$ cat src/rtl/instrumentation_trip.sv
// instrumentation_trip: per-division trip unit for three sensor channels
// (0 temperature, 1 pressure, 2 saturation margin). Each accepted sample is
// compared against a programmable setpoint, debounced by a per-channel
// saturating counter and latched. The latched state is published as one
// 8-bit code per channel in a 24-bit trip word for the voting logic.
//
// Handshake: a sample transfers on a clk edge where in_valid & in_ready are
// both high; in_ready is high only in IDLE, in_valid is ignored otherwise and
// in_data is captured at the transfer edge, so it need not be held afterwards.
module instrumentation_trip #(
    parameter int             W        = 16,
    parameter int             DEBOUNCE = 2,
    parameter logic [W-1:0]   SP0_INIT = 16'hFFFF,
    parameter logic [W-1:0]   SP1_INIT = 16'hFFFF,
    parameter logic [W-1:0]   SP2_INIT = 16'h0000
) (
    input  logic             clk,
    input  logic             rst,
    input  logic             in_valid,
    output logic             in_ready,
    input  logic [3*W-1:0]   in_data,
    input  logic [2:0]       maint,
    input  logic             sp_we,
    input  logic [1:0]       sp_sel,
    input  logic [W-1:0]     sp_data,
    output logic             sp_err,
    input  logic             trip_reset,
    output logic [23:0]      trip_out,
    output logic             trip_any,
    output logic [1:0]       dbg_state_o
);

    typedef enum logic [1:0] {
        IDLE   = 2'd0,
        EVAL   = 2'd1,
        UPDATE = 2'd2
    } state_t;

    localparam logic [3:0] DEB       = 4'(DEBOUNCE);
    localparam logic [7:0] CODE_NORM = 8'h00;
    localparam logic [7:0] CODE_TRIP = 8'h01;
    localparam logic [7:0] CODE_BYP  = 8'h02;

    state_t               state_q, state_d;
    logic [2:0][W-1:0]    samp_q, samp_d;
    logic [2:0][W-1:0]    sp_q, sp_d;
    logic [2:0]           exceed_q, exceed_d;
    logic [2:0][3:0]      cnt_q, cnt_d;
    logic [2:0]           latch_q, latch_d;
    logic [23:0]          trip_out_q, trip_out_d;
    logic                 sp_err_q, sp_err_d;

    logic                 load, eval, update;
    logic                 sel_bypassed;
    logic                 sp_ok;
    logic [2:0]           exceed_now;

    // Sequencing: IDLE accepts a sample, EVAL compares, UPDATE commits
    always_comb begin
        state_d  = state_q;
        in_ready = 1'b0;
        load     = 1'b0;
        eval     = 1'b0;
        update   = 1'b0;
        case (state_q)
            IDLE: begin
                in_ready = 1'b1;
                if (in_valid) begin
                    load    = 1'b1;
                    state_d = EVAL;
                end
            end
            EVAL: begin
                eval    = 1'b1;
                state_d = UPDATE;
            end
            UPDATE: begin
                update  = 1'b1;
                state_d = IDLE;
            end
            default: state_d = IDLE;
        endcase
    end

    // Sample capture on handshake; ch0 occupies the top slice of in_data
    always_comb begin
        samp_d = samp_q;
        if (load) begin
            samp_d[0] = in_data[3*W-1:2*W];
            samp_d[1] = in_data[2*W-1:W];
            samp_d[2] = in_data[W-1:0];
        end
    end

    // Exceed tests use the registered setpoints, so a write on the EVAL edge
    // only takes effect for later samples
    always_comb begin
        exceed_now[0] = samp_q[0] > sp_q[0];
        exceed_now[1] = samp_q[1] > sp_q[1];
        exceed_now[2] = samp_q[2] < sp_q[2];
        exceed_d      = eval ? exceed_now : exceed_q;
    end

    // Setpoint writes are only accepted for a channel that is in bypass
    always_comb begin
        sel_bypassed = 1'b0;
        case (sp_sel)
            2'd0:    sel_bypassed = maint[0];
            2'd1:    sel_bypassed = maint[1];
            2'd2:    sel_bypassed = maint[2];
            default: sel_bypassed = 1'b0;
        endcase
        sp_ok    = sp_we & sel_bypassed;
        sp_err_d = sp_we & ~sp_ok;
        sp_d     = sp_q;
        if (sp_ok) begin
            sp_d[sp_sel] = sp_data;
        end
    end

    // Debounce counters and latches; bypass overrides everything else
    always_comb begin
        cnt_d   = cnt_q;
        latch_d = latch_q;
        for (int c = 0; c < 3; c++) begin
            if (maint[c]) begin
                cnt_d[c]   = 4'd0;
                latch_d[c] = 1'b0;
            end else if (update) begin
                if (exceed_q[c]) begin
                    cnt_d[c] = (cnt_q[c] >= DEB) ? DEB : cnt_q[c] + 4'd1;
                end else begin
                    cnt_d[c] = 4'd0;
                end
                // A fresh trip wins over a concurrent operator reset
                latch_d[c] = (cnt_d[c] == DEB) |
                             (latch_q[c] & ~(trip_reset & (cnt_d[c] == 4'd0)));
            end else begin
                // Operator reset between samples only clears quiet channels
                latch_d[c] = latch_q[c] & ~(trip_reset & (cnt_q[c] == 4'd0));
            end
        end
    end

    // Output codes follow the next latch state and bypass one edge later
    always_comb begin
        trip_out_d = '0;
        for (int c = 0; c < 3; c++) begin
            if (maint[c]) begin
                trip_out_d[23-8*c -: 8] = CODE_BYP;
            end else if (latch_d[c]) begin
                trip_out_d[23-8*c -: 8] = CODE_TRIP;
            end else begin
                trip_out_d[23-8*c -: 8] = CODE_NORM;
            end
        end
    end

    // State register; reset aborts any in-flight sample
    always_ff @(posedge clk or posedge rst) begin
        if (rst) begin
            state_q    <= IDLE;
            samp_q     <= '0;
            exceed_q   <= '0;
            cnt_q      <= '0;
            latch_q    <= '0;
            trip_out_q <= '0;
            sp_err_q   <= 1'b0;
            sp_q[0]    <= SP0_INIT;
            sp_q[1]    <= SP1_INIT;
            sp_q[2]    <= SP2_INIT;
        end else begin
            state_q    <= state_d;
            samp_q     <= samp_d;
            exceed_q   <= exceed_d;
            cnt_q      <= cnt_d;
            latch_q    <= latch_d;
            trip_out_q <= trip_out_d;
            sp_err_q   <= sp_err_d;
            sp_q       <= sp_d;
        end
    end

    assign trip_out    = trip_out_q;
    assign sp_err      = sp_err_q;
    assign trip_any    = |(latch_q & ~maint);
    assign dbg_state_o = state_q;

endmodule

$ cat config.mk
export PLATFORM = sky130hd
export DESIGN_NAME = instrumentation_trip
export DESIGN_NICKNAME = d
export VERILOG_FILES = /design/src/rtl/instrumentation_trip.sv
export SDC_FILE = /design/constraint.sdc
export NUM_CORES = 1
export LEC_CHECK = 0
export CAP_MARGIN = 0
export CORE_UTILIZATION = 30
export DETAILED_ROUTE_END_ITERATION = 10
export SETUP_SLACK_MARGIN = 0.3
export SYNTH_ARGS = -nofsm -noshare
export SYNTH_HDL_FRONTEND = slang
export SYNTH_SLANG_ARGS = --single-unit
$ cat constraint.sdc
create_clock -name clk -period 5.6 [get_ports clk]
set_input_delay 1.12 -clock clk [delete_from_list [all_inputs] [get_ports clk]]
set_output_delay 1.12 -clock clk [all_outputs]
set_load 0.005 [all_outputs]
# --- Yosys cells after proc, flatten, opt, wreduce, memory -nomap -nowiden ---
# Cells that the tools add are included.
op_classes:
  mux: 41
  eq_ne: 8
  n_addsub: 3
  magnitude_cmp: 8
  n_reduce_logical: 13
  bitwise: 26
ops:
  columns: ["cell", "n"]
  rows:
  - ["4-bit two-way mux", 18]
  - ["48-bit bitwise mux", 1]
  - ["16-bit demux with 2-bit select", 1]
  - ["16-bit > comparator", 2]
  - ["4-bit zero test", 6]
  - ["16-bit < comparator", 1]
  - ["16-bit two-way mux", 1]
  - ["1-bit bitwise AND", 14]
  - ["1-bit two-way mux", 14]
  - ["4-bit by 1-bit adder with 4-bit output (second input constant)", 3]
  - ["4-bit by 2-bit == test with 1-bit output (second input constant)", 3]
  - ["4-bit by 2-bit greater-or-equal comparator with 1-bit output (second input constant)", 3]
  - ["2-bit two-way mux", 4]
  - ["1-bit NOT", 7]
  - ["2-bit nonzero test", 3]
  - ["2-bit by 1-bit == test with 1-bit output (second input constant)", 2]
  - ["2-bit == test (second input constant)", 2]
  - ["2-bit zero test", 2]
  - ["2-bit case mux with 2 select lines", 1]
  - ["3-bit bitwise AND", 1]
  - ["2-bit by 3-bit < comparator with 1-bit output (second input constant)", 1]
  - ["3-bit NOT", 1]
  - ["1-bit OR", 3]
  - ["1-bit case mux with 3 select lines", 1]
  - ["other kinds (4)", 4]
totals:
  reg_bits: 141

# --- Longest topological paths before layout ---
depth:
  word_depth: 14
  ltp_mapped: 7
  mapped_depth_nobuf: 7

# --- Worst setup path after synthesis ---
# No wires, ideal clock.
synth_timing:
  kind: "input -> output"
  from: "input port maint[0]"
  to: "output port trip_any"
  stages: 2
  t_arrival_ns: 1.487
  path_slack_ns: 2.993
  required_time_ns: 4.480
  path_buffers: 1
  path_cell_list: "clkbuf_1 o221ai_1"
synth_between:
  elab_chain_cells: 3
synth_lines:
  columns: ["item", "line", "text"]
  rows:
  - ["start, declared", "22", "input logic [2:0] maint,"]
  - ["3-bit NOT", "186", "assign trip_any = |(latch_q & ~maint);"]
  - ["3-bit bitwise AND", "186", null]
  - ["3-bit OR reduction", "186", null]
  - ["end, declared", "29", "output logic trip_any,"]
# Every way passes these cells.

# --- Worst setup path in the final report ---
layout_timing:
  from: "input port maint[1]"
  to: "output port trip_any"
# The elaborated chain is that of the path after synthesis.

==> results.json <==
{
  "irDropWorstVdd_mv": 0.217,
  "top_usage_layer": "met2",
  "p_per_area_mw_per_mm2": 392,
  "grt_pass1_wl_um": 22100,
  "syn_avg_cell_area_um2": 11.3,
  "max_slew_margin_pct": 36.6,
  "leakagePower_nw": 3.44,
  "fin_crit_sh_pct": 65.7,
  "maxCapViolCount": 0,
  "synth_cells": 542,
  "finalHoldViolCount": 0,
  "yosysSeqAreaShare_pct": 49.7,
  "postSynth.topFlopCell": "dfrtp_1",
  "crit_path_end_kind": "output port",
  "final_layout_size_suffix_gt1_share_pct": 11.4,
  "cts_sinks": 120,
  "tns_ns": 0,
  "htreeDepth": 4,
  "grt_pass1_vias": 4401,
  "rsz0062_at_grt": "false",
  "cts_setup_buffers": 0,
  "multiInputGateArea_mm2": 0.00269,
  "startpoint": "maint[1]",
  "synth.top_cells.by_count": "88 x dfrtp_1, 79 x mux2_1, 60 x inv_1, 56 x ha_1, 43 x nand2_1",
  "hold_buffers": 0,
  "register_area_mm2": 0.00304,
  "syn_area_mm2": 0.00612,
  "portBuffers": 84,
  "drc": 0,
  "drt_iter0_markers": 178,
  "vias": 4197,
  "drtPass1Iterations": 4,
  "r2r_cells": 7,
  "yosysTopAreaCell": "dfrtp_1",
  "rows": 51,
  "met1_usage_pct": 16.9,
  "cts_resized": 0,
  "synth_edf_count": 0,
  "finalMaxSlewViolations": 0,
  "wl_um": 13500,
  "holdCritPathClass": "reg2reg",
  "fin_worst_skew_ns": 0.0117,
  "grt_usage_pct": 14.2,
  "cts_max_path_buffers": 2,
  "status": "completed",
  "crit_arrival_ns": 2.56,
  "grt_max_degree": 62,
  "clock_latency_ns": 0.42,
  "vias_per_cell": 4.62,
  "worstPathRequired_ns": 4.48,
  "dp_slack_ns": 1.88,
  "reg2reg_to": "exceed_q[1]$_DFFE_PP0N_",
  "yosysMostFrequentCell": "dfrtp_1",
  "grtUsageMet3_pct": 4.31,
  "nFillCells": 1902,
  "critical_path.max_fanout": 9,
  "max_freq_mhz": 272,
  "gp_congestion": 0.783,
  "n_antenna_cell": 0,
  "io_pins": 103,
  "gr-total-overflow": 0,
  "crit_type": "in2out",
  "core-area_mm2": 0.0197,
  "setup_viol": 0,
  "detail-route-antenna-nets": 0,
  "fp.dieW_um": 145,
  "startpoint_type": "input pin",
  "synth.distinct_cells": 43,
  "worst_pin_slew_ns": 0.950,
  "synth-seq-cells": 120,
  "antenna_found_initial": 0,
  "synthTopCellsByArea": "dfrtp_1 36%, mux2_1 15%, dfstp_2 14%, ha_1 11%, inv_1 3.7%",
  "min_period_ns": 3.68,
  "fin_nets": 760,
  "critPathCapture": "trip_any",
  "cts_tree": "built",
  "initial_core_util_pct": 31.0,
  "wire_per_inst_um": 14.9,
  "area_growth_pct": 27.8,
  "layout_setup_ws_ns": 1.92,
  "path_clk_slew_ns": 0.05,
  "async_reset_ff_share_pct": 100,
  "fp.dieH_um": 145,
  "r2r-start": "sp_q[31]$_DFFE_PP1P_",
  "cts-root-buf": "clkbuf_16",
  "fp.dieArea_mm2": 0.0210,
  "synth_top_area_share_pct": 36.0,
  "reg2reg_slack_ns": 3.53,
  "yosysWarnings": 0,
  "cts_made_buffers": 17,
  "dp.final_hpwl_um": 10200,
  "use_met2_pct": 24.2
}
report_power, final:
| group | leakage (nW) | switching (mW) | internal [mW] |
|---|---|---|---|
| logic | 1.71 | 0.329 | 0.320 |
| registers | 1.41 | 0.112 | 1.09 |
| clock network | 0.320 | 0.381 | 0.836 |
| total | 3.44 | 0.822 | 2.24 |
through the flow:
| step | total power [mW] | cell area, um^2 | hold WS [ns] | utilization [%] | instances |
|---|---|---|---|---|---|
| finish | 3.06 | 7820 | 0.484 | 39.7 | 908 |
| global route | 3.27 | 7820 | 0.500 | 39.7 | 908 |
| CTS | 3.11 | 7820 | 0.492 | 39.7 | 908 |
| detailed placement | 1.87 | 7160 | 0.479 | 36.3 | 876 |
| global placement | 1.83 | 7160 | 0.472 | 36.3 | 876 |
| floorplan | 1.64 | 6180 | 0.448 | - | 559 |
cells by family (layout without fill, tap and decap cells):
logic type / Yosys count / after routing / synth area share (%)
other: 1 / 18 / 0.0613
AO/OA/AOI/OAI: 84 / 84 / 7.85
buffers and inverters: 96 / 180 / 7.36
multiplexers: 80 / 80 / 14.7
adder cells (fa/ha/maj): 56 / 56 / 11.4
AND/OR/NAND/NOR: 105 / 105 / 8.87
flip-flops: 120 / 120 / 49.7
worst min path at each step:
| stage | from | endpoint | slack [ns] | depth (start not counted) |
|---|---|---|---|---|
| floorplan | samp_q[32]$_DFFE_PP0P_ | samp_q[32]$_DFFE_PP0P_ | 0.45 | 1 |
| global placement | samp_q[32]$_DFFE_PP0P_ | samp_q[32]$_DFFE_PP0P_ | 0.47 | 1 |
| detailed placement | samp_q[32]$_DFFE_PP0P_ | samp_q[32]$_DFFE_PP0P_ | 0.48 | 1 |
| CTS | samp_q[32]$_DFFE_PP0P_ | samp_q[32]$_DFFE_PP0P_ | 0.49 | 1 |
| global route | sp_q[41]$_DFFE_PP0P_ | sp_q[41]$_DFFE_PP0P_ | 0.50 | 1 |
| finish | samp_q[32]$_DFFE_PP0P_ | samp_q[32]$_DFFE_PP0P_ | 0.48 | 1 |
state kept, by name, indices dropped and copies added (netlist names):
register and flops:
latch_q 2, dbg_state_o 2, sp_err 1, trip_out 4, cnt_q 12, exceed_q 3, sp_q 48, samp_q 48
cell type report:
cell class                 instances  area share, %
tap                              265           4.24
multi-input combinational        343           34.4
inverter                          61           2.96
clock inverter                     8           2.14
clock buffer                      24           6.29
timing repair buffer              87           11.0
sequential                       120           38.9
cells in the final DEF, fill, tap and decap left out, types with 5 or more instances in the layout:
| cell type | count |
|---|---|
| o21ai_1 | 18 |
| nor2_1 | 15 |
| nand4_1 | 8 |
| dfrtp_1 | 88 |
| nand2b_1 | 5 |
| mux2_1 | 79 |
| nor3b_1 | 6 |
| a21oi_1 | 40 |
| nor2b_1 | 5 |
| nand2_1 | 43 |
| clkdlybuf4s50_1 | 84 |
| inv_1 | 59 |
| nor3_1 | 6 |
| o21ai_0 | 9 |
| ha_1 | 56 |
| dfstp_2 | 32 |
| bufinv_16 | 5 |
| clkbuf_16 | 17 |
| conb_1 | 18 |
worst max-delay path: stages:
cell	delay, ns
clkdlybuf4s50_1	0.59
nand2b_1	0.24
o221ai_1	0.07
clkdlybuf4s50_1	0.53
metal layers:
layer	part of all wire, %	wire (um)	up-vias
met2	49	6610	114
met3	5.1	685	13
met4	1.4	184	0
li1	-	-	2010
met5	0	0	-
met1	45	6010	2060
(Power assumes the default switching activity.)
